==> config.mk <==
export PLATFORM = sky130hd
export DESIGN_NAME = edp_mqseq
export DESIGN_NICKNAME = d
export VERILOG_FILES = /design/src/rtl/edp_mqseq.sv
export SDC_FILE = /design/constraint.sdc
export NUM_CORES = 1
export LEC_CHECK = 0
export ABC_AREA = 0
export CAP_MARGIN = 10
export CORE_ASPECT_RATIO = 0.75
export CORE_MARGIN = 8
export CORE_UTILIZATION = 55
export DETAILED_ROUTE_END_ITERATION = 10
export GPL_TIMING_DRIVEN = 0
export PLACE_DENSITY = 0.81
export SLEW_MARGIN = 5
export SYNTH_ARGS = -nofsm -noshare
export SYNTH_HDL_FRONTEND = slang
export SYNTH_SLANG_ARGS = --single-unit
export TNS_END_PERCENT = 50
==> constraint.sdc <==
create_clock -name clk -period 4.8 [get_ports clk]
set_clock_uncertainty 0.1 [all_clocks]
set_input_delay 0.96 -clock clk [delete_from_list [all_inputs] [get_ports clk]]
set_output_delay 0.96 -clock clk [all_outputs]
set_load 0.01 [all_outputs]
==> src/rtl/edp_mqseq.sv <==
// edp_mqseq -- iterative multiply/divide sequencer for the EBOX data path.
//
// The sequencer computes one bit per clock. An AR-style accumulator (acc, W+1
// bits) and an MQ-style shift register (mq, W bits) are stepped together.
// The double-width result is returned as hi/lo words.
//
// Operations (op):
//   00  unsigned multiply          hi:lo = a * b
//   01  signed (two's-compl) MUL   hi:lo = a * b
//   10  unsigned restoring divide  lo = a / b, hi = a % b
//   11  illegal                    err = 1, hi = lo = 0
//
// Optional feature macro EDP_MQSEQ_DIV_EN:
//   - Defined: op=10 runs the restoring divide. A zero divisor gives
//     err=1, hi=a, lo=all ones.
//   - Undefined: the divide datapath is not built, and op=10 is treated as
//     illegal.
//
// Ports:
//   clk    in   data-path clock, rising edge
//   rst_n  in   synchronous active-low reset
//   start  in   request, accepted only in IDLE with abort low
//   op     in   [1:0] operation select
//   a      in   [W-1:0] multiplicand / dividend
//   b      in   [W-1:0] multiplier / divisor
//   abort  in   cancel a running operation (no done, outputs untouched)
//   busy   out  high while an operation is in RUN or DONE
//   done   out  one-cycle completion pulse; hi/lo/err valid from here on
//   err    out  divide by zero or illegal op
//   hi     out  [W-1:0] product high word / remainder
//   lo     out  [W-1:0] product low word / quotient
module edp_mqseq #(
  parameter int W = 36,
  localparam int CNT_W = $clog2(W + 1)
) (
  input  logic         clk,
  input  logic         rst_n,
  input  logic         start,
  input  logic [1:0]   op,
  input  logic [W-1:0] a,
  input  logic [W-1:0] b,
  input  logic         abort,
  output logic         busy,
  output logic         done,
  output logic         err,
  output logic [W-1:0] hi,
  output logic [W-1:0] lo
);

  typedef enum logic [1:0] {
    S_IDLE = 2'd0,
    S_RUN  = 2'd1,
    S_DONE = 2'd2
  } state_t;

  state_t           state_reg, state_next;
  logic [CNT_W-1:0] cnt_reg;
  logic [W:0]       acc_reg;    // AR: partial product / partial remainder
  logic [W-1:0]     mq_reg;     // MQ: multiplier bits / quotient bits
  logic [W-1:0]     opnd_reg;   // multiplicand (MUL) or divisor (DIV)
  logic             sgn_reg;
  logic [W-1:0]     hi_reg, lo_reg;
  logic             err_reg;

  logic             accept;
  logic             op_illegal;
  logic             op_bad;
  logic             last_step;
  logic             is_div_op;

  logic [W:0]       mul_addend;
  logic [W:0]       mul_sum;
  logic [W:0]       acc_step;
  logic [W-1:0]     mq_step;

`ifdef EDP_MQSEQ_DIV_EN
  logic             div_reg;
  logic             div_zero;
  logic [W:0]       div_shift;
  logic [W+1:0]     div_trial;  // one extra bit so the sign of R-b is visible

  assign is_div_op  = (op == 2'b10);
  assign op_illegal = (op == 2'b11);
  assign div_zero   = is_div_op && (b == '0);
  assign op_bad     = op_illegal || div_zero;
`else
  assign is_div_op  = 1'b0;
  assign op_illegal = op[1];
  assign op_bad     = op_illegal;
`endif

  assign accept    = (state_reg == S_IDLE) && start && !abort;
  assign last_step = (cnt_reg == CNT_W'(1));

  // ---------------------------------------------------------------------
  // One iteration step of the datapath.
  // ---------------------------------------------------------------------
  always_comb begin
    // The multiplicand is sign-extended only for the signed multiply.
    mul_addend = {sgn_reg & opnd_reg[W-1], opnd_reg};
    if (!mq_reg[0]) begin
      mul_sum = acc_reg;
    end else if (sgn_reg && last_step) begin
      // In two's complement, the multiplier MSB carries negative weight.
      mul_sum = acc_reg - mul_addend;
    end else begin
      mul_sum = acc_reg + mul_addend;
    end
    // For the unsigned multiply, the carry (bit W) shifts down and a zero
    // enters at the top. For the signed multiply, the sign is replicated.
    acc_step = {sgn_reg & mul_sum[W], mul_sum[W:1]};
    mq_step  = {mul_sum[0], mq_reg[W-1:1]};
`ifdef EDP_MQSEQ_DIV_EN
    div_shift = {acc_reg[W-1:0], mq_reg[W-1]};
    div_trial = {1'b0, div_shift} - {2'b00, opnd_reg};
    if (div_reg) begin
      acc_step = div_trial[W+1] ? div_shift : div_trial[W:0];
      mq_step  = {mq_reg[W-2:0], ~div_trial[W+1]};
    end
`endif
  end

  // ---------------------------------------------------------------------
  // FSM: state register
  // ---------------------------------------------------------------------
  always_ff @(posedge clk) begin
    if (!rst_n) begin
      state_reg <= S_IDLE;
    end else begin
      state_reg <= state_next;
    end
  end

  // ---------------------------------------------------------------------
  // FSM: next-state logic
  // ---------------------------------------------------------------------
  always_comb begin
    state_next = state_reg;
    case (state_reg)
      S_IDLE: begin
        if (accept) begin
          state_next = op_bad ? S_DONE : S_RUN;
        end
      end
      S_RUN: begin
        if (abort) begin
          state_next = S_IDLE;
        end else if (last_step) begin
          state_next = S_DONE;
        end
      end
      S_DONE:  state_next = S_IDLE;
      default: state_next = S_IDLE;
    endcase
  end

  // ---------------------------------------------------------------------
  // FSM: outputs
  // ---------------------------------------------------------------------
  always_comb begin
    busy = (state_reg != S_IDLE);
    done = (state_reg == S_DONE);
    err  = err_reg;
    hi   = hi_reg;
    lo   = lo_reg;
  end

  // ---------------------------------------------------------------------
  // Working registers and result registers.
  // The results are written on the edge that enters DONE, so they are
  // already valid while done is high. They are held until the next
  // completion.
  // ---------------------------------------------------------------------
  always_ff @(posedge clk) begin
    if (!rst_n) begin
      cnt_reg  <= '0;
      acc_reg  <= '0;
      mq_reg   <= '0;
      opnd_reg <= '0;
      sgn_reg  <= 1'b0;
      hi_reg   <= '0;
      lo_reg   <= '0;
      err_reg  <= 1'b0;
`ifdef EDP_MQSEQ_DIV_EN
      div_reg  <= 1'b0;
`endif
    end else if (accept) begin
      acc_reg  <= '0;
      sgn_reg  <= (op == 2'b01);
      // Divide keeps the dividend in MQ and the divisor in the operand reg.
      opnd_reg <= is_div_op ? b : a;
      mq_reg   <= is_div_op ? a : b;
`ifdef EDP_MQSEQ_DIV_EN
      div_reg  <= is_div_op;
`endif
      if (op_bad) begin
        cnt_reg <= '0;
        err_reg <= 1'b1;
        hi_reg  <= '0;
        lo_reg  <= '0;
`ifdef EDP_MQSEQ_DIV_EN
        if (div_zero) begin
          hi_reg <= a;
          lo_reg <= '1;
        end
`endif
      end else begin
        cnt_reg <= CNT_W'(W);
      end
    end else if (state_reg == S_RUN) begin
      if (abort) begin
        cnt_reg <= '0;
      end else begin
        acc_reg <= acc_step;
        mq_reg  <= mq_step;
        cnt_reg <= cnt_reg - CNT_W'(1);
        if (last_step) begin
          hi_reg  <= acc_step[W-1:0];
          lo_reg  <= mq_step;
          err_reg <= 1'b0;
        end
      end
    end
  end

endmodule

==> impl_metrics.json <==
{
  "slew_violations": 0,
  "synthesis.instances": 1228,
  "vdd_drop_max_uv": 242,
  "worst_ep_required_time_ns": 5.08,
  "die-width_um": 171,
  "ys_seq_elements": 191,
  "multi_input_comb_area_mm2": 0.00593,
  "clock_latency_ns": 0.46,
  "setup_total_negative_slack_ns": 0,
  "place_worst_setup_slack_ns": -0.971,
  "netSwitchingFraction": 0.327,
  "antenna_found_initial": 0,
  "clk_transition_reported_paths_ns": 0.08,
  "setup_viol": 0,
  "tritoncts": "done",
  "worstMarginPinSlew_ns": 1.10,
  "ioPinCount": 153,
  "p_leak_uw": 0.00474,
  "antenna_cells": 0,
  "commonest_non_fill_non_tap_cell_in_the_layout": "sky130_fd_sc_hd__dfxtp_1",
  "ratio_of_total_power_to_cell_area_mw_per_mm2": 320,
  "largest_register_ffs": 37,
  "synthesis.area_per_instance_um2": 8.10,
  "final-seq-area_mm2": 0.00382,
  "final_design_area_no_fill_mm2": 0.0126,
  "avgRoutedWirePerCell_um": 21.2,
  "finalWirelength_um": 35000,
  "async_reset_ff_frac": 0,
  "ff2ff_setup_slack_ns": 0.08,
  "cts.sink_count": 191,
  "cts_htree_levels": 4,
  "layout.filler_cells": 1459,
  "timing.max_slew.rel_slack": 0.269,
  "maxClockFrequency_mhz": 212,
  "layout_min_cycle_time_ns": 4.72,
  "final_min_period_over_clock_period": 0.983,
  "start_util": 0.563,
  "worstSetupEndpointType": "register",
  "synth_fp_nets": 1346,
  "post_route_cells_drive_above_1_share": 0.0625,
  "finish.cell_count_without_fillers": 1651,
  "gp_congestion": 0.986,
  "count_of_cell_types_in_the_netlist": 67,
  "die_y_um": 132,
  "floorplan.die_area_mm2": 0.0227,
  "post-place-cells": 1621,
  "hold_path_class": "reg -> reg",
  "path_class": "reg -> reg",
  "post_synth_instance_area_mm2": 0.00995,
  "path_max_fanout": 10,
  "clk_tree_root_cell": "sky130_fd_sc_hd__clkbuf_16",
  "power.share.sequential": 0.413,
  "place.detailed.hpwl_um": 25900,
  "dpl_cell_area_mm2": 0.0118,
  "route.antenna.remaining_nets": 0,
  "grt_overflow_total": 0,
  "rsz0062_at_grt": "yes",
  "setup_ws_ns": 0.0814,
  "cts_buffer_depth": 2,
  "drt_iter0_markers": 1426,
  "drv_cap": 0,
  "synth.yosys.warnings": 0,
  "cp.arrival_ns": 4.99,
  "leading_cell_types_in_the_layout_fill_and_taps_excluded": "sky130_fd_sc_hd__dfxtp_1 (191), sky130_fd_sc_hd__nor2_1 (168), sky130_fd_sc_hd__clkdlybuf4s50_1 (151), sky130_fd_sc_hd__nand2_1 (134), sky130_fd_sc_hd__a21oi_1 (130)",
  "grt_max_degree": 23,
  "tritoncts.num_buffers": 17,
  "number_of_global_route_vias_before_repair": 9696,
  "status": "finished clean",
  "global_route.usage.total": 0.301,
  "row_count": 42,
  "drc": 0,
  "numPortBuffers": 151,
  "synth_sequential_area_ratio": 0.384,
  "layout.core_utilization": 0.716,
  "routed-via-count": 10400,
  "total_switching_power_uw": 1320,
  "number_of_flops_mapped_to_enable_cells_by_yosys": 0,
  "report.final.hold_viol_count": 0,
  "wire_length_of_the_first_global_routing_pass_um": 54000,
  "area.growth.synth_to_final_pct": 27.1,
  "via_per_inst": 6.28,
  "startpoint_type": "register",
  "power_frac_clock": 0.388,
  "post_layout_net_count": 1514,
  "share_of_total_power_in_combinational_logic": 0.199,
  "core_mm2": 0.0177,
  "detail_route.first_pass.iterations": 7,
  "power_report.internal_total_uw": 2720,
  "synth_flop_cell": "sky130_fd_sc_hd__dfxtp_1"
}
==> worst paths after layout <==
check / startpoint / depth (start not counted) / to
worst max register to register: cnt_reg[0] / 16 / hi[33]
worst min register to register: hi[12] / 2 / hi[12]
worst max-delay path: cnt_reg[0] / 16 / hi[33]
worst min-delay path: hi[12] / 2 / hi[12]
==> timing repair <==
item	in CTS	in global routing
gates resized for setup	17	37
hold buffers	0	0
endpoints found under the hold margin	0	0
setup endpoints to repair	42	31
pin swaps	1	4
setup buffers	1	2
==> Yosys cell counts, drive strengths merged (5+ instances only) <==
master	count	area share
a211oi	19	0.015
a21o	23	0.017
a21oi	134	0.068
a221oi	7	0.0062
a222oi	37	0.037
a22oi	40	0.030
a31oi	13	0.0082
and2	8	0.0050
and3	6	0.0038
buf	11	0.0042
clkbuf	77	0.029
dfxtp	191	0.38
ha	39	0.049
inv	18	0.0068
mux2i	26	0.026
nand2	135	0.051
nand2b	7	0.0052
nand3	23	0.012
nand4	10	0.0063
nor2	168	0.063
nor3	18	0.0091
nor4	7	0.0044
o211ai	7	0.0053
o21ai	70	0.035
o21bai	6	0.0045
or3	5	0.0036
xnor2	41	0.036
xor2	24	0.021
==> power groups by stage <==
stage	Combinational [uW]	Sequential [uW]	Clock, uW
6_report	805	1670	1570
5_1_grt	867	1670	1630
4_1_cts	766	1670	1560
3_5_place_dp	746	1700	0
3_3_place_gp	734	1700	0
2_1_floorplan	523	1690	0
==> cells by family after synthesis <==
family,after synthesis,synth area share
muxes,27,0.0273
xor gates and xnor gates,65,0.0572
adders and majority gates,40,0.0511
AOI/OAI and AO/OA,391,0.260
buffers and inverters,107,0.0404
DFF,191,0.384
and+or+nand+nor,407,0.180
==> metrics by stage <==
stage | power (uW) | hold WS, ns
6_report | 4040 | 0.368
3_3_place_gp | 2430 | 0.347
3_5_place_dp | 2450 | 0.352
5_1_grt | 4170 | 0.393
2_1_floorplan | 2210 | 0.349
4_1_cts | 3990 | 0.364
==> routing by layer <==
layer | wire, um | share of wire | vias up | global-route usage
met1 | 15700 | 0.45 | 4943 | 0.428
met2 | 15100 | 0.43 | 534 | 0.448
met4 | 1010 | 0.029 | 0 | 0.0969
li1 | - | - | 4807 | -
met5 | 0 | 0 | - | 0
met3 | 3230 | 0.092 | 79 | 0.0609
==> worst max-delay path: stages (launching register included) <==
cell,delay [ns]
sky130_fd_sc_hd__dfxtp_1,0.41
sky130_fd_sc_hd__ha_1,0.18
sky130_fd_sc_hd__and3_2,0.29
sky130_fd_sc_hd__and2_2,0.32
sky130_fd_sc_hd__clkbuf_4,0.30
sky130_fd_sc_hd__a21oi_1,0.09
sky130_fd_sc_hd__xnor2_1,0.21
sky130_fd_sc_hd__ha_1,0.43
sky130_fd_sc_hd__nand2_1,0.11
sky130_fd_sc_hd__nor3_2,0.23
sky130_fd_sc_hd__o31ai_1,0.18
sky130_fd_sc_hd__a2111oi_4,0.46
sky130_fd_sc_hd__o21ai_0,0.26
sky130_fd_sc_hd__a211oi_2,0.38
sky130_fd_sc_hd__mux2i_1,0.27
sky130_fd_sc_hd__o2111ai_1,0.22
sky130_fd_sc_hd__a21oi_1,0.22
==> cell type report <==
| class | count | area share |
|---|---|---|
| Tap cell | 242 | 0.0240 |
| Inverter | 19 | 0.00564 |
| Clock buffer | 17 | 0.0337 |
| Timing Repair Buffer | 154 | 0.121 |
| Sequential cell | 191 | 0.303 |
| Buffer | 83 | 0.0252 |
| Clock inverter | 15 | 0.0184 |
| Multi-Input combinational cell | 930 | 0.469 |
Note: power is estimated with default switching activity, not from simulation.
